`config.mk`:
```
export PLATFORM = sky130hd
export DESIGN_NAME = orb_feature_serializer_flat
export DESIGN_NICKNAME = d
export VERILOG_FILES = /design/src/rtl/orb_feature_serializer_pkg.sv /design/src/rtl/orb_feature_serializer_if.sv /design/src/rtl/orb_feature_serializer.sv /design/src/flat_wrapper.sv
export SDC_FILE = /design/constraint.sdc
export NUM_CORES = 1
export LEC_CHECK = 0
export ABC_AREA = 1
export CAP_MARGIN = 20
export CORE_MARGIN = 3
export CORE_UTILIZATION = 52
export CTS_CLUSTER_DIAMETER = 80
export DETAILED_ROUTE_END_ITERATION = 8
export PLACE_DENSITY_LB_ADDON = 0.12
export SYNTH_ARGS = -nofsm -noshare
export SYNTH_HDL_FRONTEND = slang
export SYNTH_SLANG_ARGS = --single-unit
```
`constraint.sdc`:
```
create_clock -name clk -period 2.3 [get_ports clk]
set_input_delay 0.46 -clock clk [delete_from_list [all_inputs] [get_ports clk]]
set_output_delay 0.46 -clock clk [all_outputs]
set_load 0.02 [all_outputs]
```
`src/rtl/orb_feature_serializer_pkg.sv`:
```
// orb_stream_pkg: shared constants, FSM states and word packing for the ORB feature stream
// Used by the serializer and, later, by the host-side decoder.
package orb_stream_pkg;
    localparam logic [3:0] FEATURE_TAG = 4'hA;
    localparam logic [3:0] TRAILER_TAG = 4'hF;
    localparam int WORDS_PER_FEATURE = 10;
    typedef enum logic [1:0] {IDLE, FEAT, EOF} state_t;
    function automatic logic [31:0] pack_header(input logic [7:0] level, input logic [15:0] index);
        return {FEATURE_TAG, 4'h0, level, index};
    endfunction
    function automatic logic [31:0] pack_coord(input logic [15:0] x, input logic [15:0] y);
        return {y, x};
    endfunction
    function automatic logic [31:0] pack_trailer(input logic [15:0] count);
        return {TRAILER_TAG, 12'h000, count};
    endfunction
endpackage

```
`src/rtl/orb_feature_serializer_if.sv`:
```
// orb_feature_serializer_if: feature input handshake plus 32-bit word stream
// slave  = serializer view: takes in_*, drives out_*
// master = source/sink view: drives in_*, takes out_*
interface orb_feature_serializer_if #(
    parameter int COORD_BITS = 16,
    parameter int LEVEL_BITS = 4,
    parameter int DESC_BITS  = 256
);
    logic                  in_valid;
    logic [DESC_BITS-1:0]  in_descriptor;
    logic [COORD_BITS-1:0] in_feature_x;
    logic [COORD_BITS-1:0] in_feature_y;
    logic [LEVEL_BITS-1:0] in_level;
    logic                  out_input_ready;
    logic                  in_frame_end;
    logic [31:0]           out_word;
    logic                  out_valid;
    logic                  out_last;
    logic                  in_out_ready;
    modport slave (
        input  in_valid, in_descriptor, in_feature_x, in_feature_y, in_level, in_frame_end, in_out_ready,
        output out_input_ready, out_word, out_valid, out_last
    );
    modport master (
        output in_valid, in_descriptor, in_feature_x, in_feature_y, in_level, in_frame_end, in_out_ready,
        input  out_input_ready, out_word, out_valid, out_last
    );
endinterface

```
`src/rtl/orb_feature_serializer.sv`:
```
// orb_feature_serializer: serialises ORB features into a 32-bit valid/ready/last word stream
// clk     : rising-edge clock
// reset_n : asynchronous active-low reset
// bus     : slave side of orb_feature_serializer_if (feature in, word stream out, frame_end)
import orb_stream_pkg::*;
module orb_feature_serializer (
    input logic clk,
    input logic reset_n,
    orb_feature_serializer_if.slave bus
);
    state_t       state;
    logic [3:0]   beat;
    logic [15:0]  count;
    logic         eof_pending;
    logic         alive;
    logic [255:0] desc_q;
    logic [15:0]  x_q;
    logic [15:0]  y_q;
    logic [31:0]  word_q;
    logic         valid_q;
    logic         last_q;
    logic         last_beat;
    logic         hs;
    logic         accept;
    logic         eof_done;
    assign last_beat = state == FEAT && beat == 4'(WORDS_PER_FEATURE - 1);
    assign hs        = valid_q && bus.in_out_ready;
    // alive keeps ready low while reset is asserted and for the release cycle
    assign bus.out_input_ready = alive && !eof_pending && (state == IDLE || (last_beat && bus.in_out_ready));
    assign accept    = bus.in_valid && bus.out_input_ready;
    assign eof_done  = state == EOF && hs;
    assign bus.out_word  = word_q;
    assign bus.out_valid = valid_q;
    assign bus.out_last  = last_q;
    always_ff @(posedge clk or negedge reset_n) begin
        if (!reset_n) begin
            state       <= IDLE;
            beat        <= '0;
            count       <= '0;
            eof_pending <= 1'b0;
            alive       <= 1'b0;
            desc_q      <= '0;
            x_q         <= '0;
            y_q         <= '0;
            word_q      <= '0;
            valid_q     <= 1'b0;
            last_q      <= 1'b0;
        end else begin
            alive <= 1'b1;
            if (eof_done) eof_pending <= 1'b0;
            else if (bus.in_frame_end) eof_pending <= 1'b1;
            if (eof_done) count <= '0;
            else if (accept && count != 16'hFFFF) count <= count + 16'd1;
            if (accept) begin
                state   <= FEAT;
                beat    <= '0;
                valid_q <= 1'b1;
                last_q  <= 1'b0;
                word_q  <= pack_header(8'(bus.in_level), count);
                desc_q  <= bus.in_descriptor;
                x_q     <= 16'(bus.in_feature_x);
                y_q     <= 16'(bus.in_feature_y);
            end else if (state == FEAT && hs) begin
                if (last_beat) begin
                    state   <= IDLE;
                    beat    <= '0;
                    valid_q <= 1'b0;
                    word_q  <= '0;
                end else begin
                    beat <= beat + 4'd1;
                    // descriptor words are taken LSW first by shifting the held copy down
                    if (beat == 4'd0) word_q <= pack_coord(x_q, y_q);
                    else begin
                        word_q <= desc_q[31:0];
                        desc_q <= desc_q >> 32;
                    end
                end
            end else if (state == IDLE && eof_pending) begin
                state   <= EOF;
                word_q  <= pack_trailer(count);
                valid_q <= 1'b1;
                last_q  <= 1'b1;
            end else if (eof_done) begin
                state   <= IDLE;
                word_q  <= '0;
                valid_q <= 1'b0;
                last_q  <= 1'b0;
            end
        end
    end
endmodule

```
`src/flat_wrapper.sv`:
```
// flat-port wrapper written by rule: the top's interface ports become plain ports
module orb_feature_serializer_flat 
  (clk, reset_n, bus_in_valid, bus_in_descriptor, bus_in_feature_x, bus_in_feature_y, bus_in_level, bus_in_frame_end, bus_in_out_ready, bus_out_input_ready, bus_out_word, bus_out_valid, bus_out_last);
  orb_feature_serializer_if #(.COORD_BITS(16), .LEVEL_BITS(4), .DESC_BITS(256)) bus_i ();
  input logic clk;
  input logic reset_n;
  input wire logic [$bits(bus_i.in_valid)-1:0] bus_in_valid;
  input wire logic [$bits(bus_i.in_descriptor)-1:0] bus_in_descriptor;
  input wire logic [$bits(bus_i.in_feature_x)-1:0] bus_in_feature_x;
  input wire logic [$bits(bus_i.in_feature_y)-1:0] bus_in_feature_y;
  input wire logic [$bits(bus_i.in_level)-1:0] bus_in_level;
  input wire logic [$bits(bus_i.in_frame_end)-1:0] bus_in_frame_end;
  input wire logic [$bits(bus_i.in_out_ready)-1:0] bus_in_out_ready;
  output wire logic [$bits(bus_i.out_input_ready)-1:0] bus_out_input_ready;
  output wire logic [$bits(bus_i.out_word)-1:0] bus_out_word;
  output wire logic [$bits(bus_i.out_valid)-1:0] bus_out_valid;
  output wire logic [$bits(bus_i.out_last)-1:0] bus_out_last;
  assign bus_i.in_valid = bus_in_valid;
  assign bus_i.in_descriptor = bus_in_descriptor;
  assign bus_i.in_feature_x = bus_in_feature_x;
  assign bus_i.in_feature_y = bus_in_feature_y;
  assign bus_i.in_level = bus_in_level;
  assign bus_i.in_frame_end = bus_in_frame_end;
  assign bus_i.in_out_ready = bus_in_out_ready;
  assign bus_out_input_ready = bus_i.out_input_ready;
  assign bus_out_word = bus_i.out_word;
  assign bus_out_valid = bus_i.out_valid;
  assign bus_out_last = bus_i.out_last;
  orb_feature_serializer u_core (.clk(clk), .reset_n(reset_n), .bus(bus_i));
endmodule
```
======== Yosys cells after proc, flatten, opt, wreduce, memory -nomap -nowiden ========
Index checks and enable logic that the tools add are counted.
word-level totals
  flip-flop bits (word level) ............. 346
  logic and storage cells ................. 72
  input bits .............................. 297
  output and inout bits ................... 35
operators by class
  equality and inequality tests ........... 8
  muxes and demuxes ....................... 29
  reductions and logical operators ........ 22
  add/subtract/negate cells ............... 2
operators by type and width
  kind                                                                   count
  256-bit two-way mux                                                    4
  32-bit two-way mux                                                     6
  16-bit two-way mux                                                     2
  16-bit by 1-bit adder with 16-bit output, second input constant        1
  16-bit != test, second input constant                                  1
  4-bit two-way mux                                                      3
  1-bit logical AND                                                      10
  2-bit two-way mux                                                      5
  1-bit two-way mux                                                      9
  2-bit nonzero test                                                     3
  4-bit by 1-bit adder with 4-bit output, second input constant          1
  4-bit equality test, second input constant                             1
  4-bit zero test                                                        1
  2-bit by 1-bit != test with 1-bit output, second input constant        2
  2-bit AND reduction                                                    2
  4-bit nonzero test                                                     1
  3-bit by 1-bit != test with 1-bit output, second input constant        1
  3-bit AND reduction                                                    1
  3-bit nonzero test                                                     1
  2-bit by 1-bit equality test with 1-bit output, second input constant  1
  2-bit equality test, second input constant                             1
  2-bit zero test                                                        1
  2-bit != test, second input constant                                   1
  1-bit zero test                                                        1
  1-bit logical OR                                                       1

======== Depth between registers and ports, before layout ========
  word-level depth ........................ 9
  mapped depth ............................ 12

======== Worst setup path before layout ========
Ideal clock, no wire load.
  path kind ............................... register to register
  start ................................... register u_core.beat[0]
  end ..................................... register u_core.word_q[29], in the netlist u_core.bus.out_word[29]
  setup slack ............................. 0.526 ns
  data required time ...................... 2.181 ns
  data arrival time ....................... 1.656 ns
  stages on the path, launching flop included .. 11
  path buffers ............................ 3
  path through ............................ dfrtp_1 > inv_1 > ha_1 > clkbuf_1 > nand3_1 > buf_2 > buf_2 > o21ai_0 > a21oi_1 > nor2_1 > nand2_1
between the ends
  cells in the longest elaborated chain, start to end .. 7
RTL lines
  element                                                                    line                          text
  start: declaration                                                         orb_feature_serializer.sv:12  logic [3:0] beat;
  start signal: assignment                                                   orb_feature_serializer.sv:70  beat <= beat + 4'd1;
  4-bit equality test                                                        orb_feature_serializer.sv:26  assign last_beat = state == FEAT && beat == 4'(WORDS_PER_FEATURE - 1);
  1-bit logical AND                                                          orb_feature_serializer.sv:26
  1-bit logical AND                                                          orb_feature_serializer.sv:29  assign bus.out_input_ready = alive && !eof_pending && (state == IDLE || (last_beat && bus.in_out_ready));
  1-bit logical OR                                                           orb_feature_serializer.sv:29
  1-bit logical AND                                                          orb_feature_serializer.sv:29
  1-bit logical AND                                                          orb_feature_serializer.sv:30  assign accept = bus.in_valid && bus.out_input_ready;
  4-bit nonzero test (no line) / 32-bit two-way mux (equally long branches)  n/a
  end signal: assignment                                                     orb_feature_serializer.sv:59  word_q <= pack_header(8'(bus.in_level), count);
  end signal: assignment                                                     orb_feature_serializer.sv:72  if (beat == 4'd0) word_q <= pack_coord(x_q, y_q);
  end signal: assignment                                                     orb_feature_serializer.sv:74  word_q <= desc_q[31:0];
  end: declaration                                                           orb_feature_serializer.sv:19  logic [31:0] word_q;
Several ways; a longest one is shown, not always the timed one.
A chain may end at the register's enable or synchronous reset.

======== Worst setup path after layout ========
  start ................................... register u_core.beat[1]
  end ..................................... output bus_out_input_ready
between the ends
  cells in the longest elaborated chain, start to end .. 5
RTL lines
  element              line                          text
  4-bit equality test  orb_feature_serializer.sv:26
  1-bit logical AND    orb_feature_serializer.sv:26
  1-bit logical AND    orb_feature_serializer.sv:29
  1-bit logical OR     orb_feature_serializer.sv:29
  1-bit logical AND    orb_feature_serializer.sv:29
  end: declaration     flat_wrapper.sv:14            output wire logic [$bits(bus_i.out_input_ready)-1:0] bus_out_input_ready;
No other way between the ends.

==> metrics.yaml <==
worst_setup_path:
  crit_start: "u_core.beat[1]"
  crit_path_end_kind: "output port"
  timing.rr.start: "u_core.beat[1]"
  r2r_cells: 13
  worstPathArrival_ns: 1.74
  path_max_fanout: 3
  crit_type: "flip-flop to output port"
  crit_required_ns: 1.84
  cp-start-kind: "flip-flop"
synth:
  synth_edf_count: 0
  yosysSeqAreaShare: 0.544
  ys_ff_latch: 346
  syn_inst: 1942
  async_flop_share: 1.00
  synthFlopType: "dfrtp_1"
  synth_area_leader_cell: "dfrtp_1"
  synth.top_cell.area_share: 0.544
  synthTopCellsByCount: "nand2_1, dfrtp_1, nor2_1"
  synthTopCellsByArea: "dfrtp_1, nand2_1, a31oi_1"
  synthesis.nets: 2243
  synth_most_common_cell: "nand2_1"
  syn_avg_cell_area_um2: 8.19
  syn_area_um2: 15900
  ys_types: 37
  yosys_warnings: 0
timing:
  finalMaxSlewViolations: 0
  tightest_slew_ns: 0.619
  final_hold_viol_count: 0
  setup_violations: 0
  fmax_ghz: 0.454
  rsz0062_at_grt: "false"
  slew_headroom: 0.583
  min_period_over_period: 0.957
  setup_tns_ns: 0
  min_period_ns: 2.20
  finClkSkew_ns: 0.0157
drt:
  dr_total_vias: 14581
  wire_per_inst_um: 18.2
  drt_iter0_drc: 1336
  antenna_left: 0
  drcViolationCount: 0
  wirelength_um: 48200
  drt-pass1-iter-count: 5
  via_per_inst: 5.50
power:
  power.total_mw: 23.4
  cellInternalPower_mw: 15.6
  share_comb_of_total_power: 0.288
  p_leak_nw: 9.68
  clockPowerShare: 0.258
  power_switching_mw: 7.81
  vdd_drop_max_mv: 0.636
  power.density_nw_per_um2: 1120
  switching_share: 0.334
  sequentialPowerShare: 0.454
global_routing:
  grt_use_total: 0.287
  antenna_found_initial: 19
  grt_start_max_net_pins: 110
  grt_pass1_vias: 14495
  overflow: 0
  grt_first_pass_wirelength_um: 76100
final_layout:
  final_area_um2: 20900
  syn2layout_area_growth_pct: 31.7
  fin_nets: 2532
  drive_gt1_frac: 0.0612
die:
  dieArea_um2: 32700
  start_util: 0.533
  rows: 63
  coreArea_um2: 29900
  die_w_um: 181
  ios: 332
  die-height_um: 181
placed_design:
  gp_congestion: 0.913
  placed_cell_area_um2: 19700
  dp_hpwl_um: 34300
  port_buffers: 331
cts:
  cts_root_buf: "clkbuf_16"
  htreeDepth: 2
  cts_tree: "built"
  clock_latency_ns: 0.52
  clk_pin_slew_ns: 0.06
  cts_buffers: 37
  cts_buffer_depth: 3
  numClockSinks: 346
run_status:
  outcome: "finished clean"
job:
  cap_violations: 0
hold_path:
  hold_class: "primary input to asynchronous set/reset pin"
-- placed cells by master (no fill, tap or decap), drive strengths merged --
cell,count
a21oi,34
o21ai,29
nand2,785
nand4,41
dlygate4sd3,1
nand3,73
buf,56
or2,1
ha,4
a31o,1
clkinv,2
xor2,13
xnor2,3
clkdlybuf4s50,329
conb,1
dfrtp,346
inv,48
nor2,223
nand3b,5
bufinv,4
nor3,1
clkbuf,55
o211ai,4
o22ai,2
diode,8
mux2i,2
a31oi,192
-- cell families after synthesis --
logic type,after synthesis,share of synthesized area
and+or+nand+nor,1129,0.287
other,1,0.000236
DFF,346,0.544
adders and majority gates,4,0.00315
muxes,2,0.00126
AOI/OAI and AO/OA,262,0.0985
xor gates and xnor gates,16,0.00881
buffers and inverters,182,0.0572
-- sequential cells by signal, summed over array words and instances, names as in the netlist --
name                  cells
u_core.desc_q           256
u_core.bus.out_word      32
u_core.count             16
u_core.x_q               16
u_core.y_q               16
u_core.beat               4
u_core.state              2
u_core.alive              1
u_core.bus.out_last       1
u_core.bus.out_valid      1
u_core.eof_pending        1
-- critical path: stages, from the launching register on --
cell     delay [ns]
dfrtp_1        0.40
inv_1          0.11
ha_1           0.17
nand3_2        0.11
inv_2          0.09
nand2_1        0.06
nand2_2        0.06
nand2_1        0.05
inv_1          0.06
buf_4          0.13
-- final cells by class --
type,instances,area [µm²]
Clock inverter,8,148
Sequential cell,346,8660
Clock buffer,55,1060
Multi-Input combinational cell,1414,6360
Antenna cell,8,20.0
Timing Repair Buffer,386,4030
Inverter,46,183
Tap cell,390,488
Fill cell,2384,8930
-- timing repair --
| item | CTS | global route |
|---|---|---|
| setup buffers | 0 | 0 |
| gates resized for setup | 4 | 1 |
| endpoints found under the hold margin | 46 | 0 |
| hold buffers | 1 | 0 |
| setup endpoints to repair | 1 | 1 |
-- stage by stage --
stage / worst slack [ns] / hold slack [ns] / cells / util
2_1_floorplan: 0.526 / 0.164 / 1942 / -
3_3_place_gp: -0.0827 / 0.423 / 2581 / 0.660
3_5_place_dp: -0.0804 / 0.425 / 2581 / 0.660
4_1_cts: 0.0584 / 0.463 / 2645 / 0.700
5_1_grt: 0.00145 / 0.476 / 2652 / 0.701
6_report: 0.0982 / 0.463 / 2653 / 0.701
-- routing by layer --
layer	vias up	wire [µm]	track usage
li1	6939	-	-
met1	6962	19100	0.372
met2	556	23400	0.473
met3	102	4060	0.0799
met4	22	1440	0.0906
met5	-	166	0
-- power groups by stage --
stage | clock network, mW | registers (mW) | logic [mW]
after CTS | 6.11 | 10.6 | 6.73
after floorplan | 0 | 10.2 | 4.41
after detailed placement | 0 | 10.6 | 6.67
after global routing | 6.34 | 10.9 | 7.57
after global placement | 0 | 10.6 | 6.44
final | 6.03 | 10.6 | 6.73
-- final timing paths --
check                                               end  slack [ns]
worst max-delay path                bus_out_input_ready         0.1
worst min-delay path            u_core.bus.out_word[24]        0.46
worst max register to register  u_core.bus.out_word[31]        0.16
worst min register to register       u_core.desc_q[248]        0.47
max in group asynchronous            u_core.desc_q[156]        1.02
min in group clk                     u_core.desc_q[248]        0.47
Power figures use the tool's default switching activity.
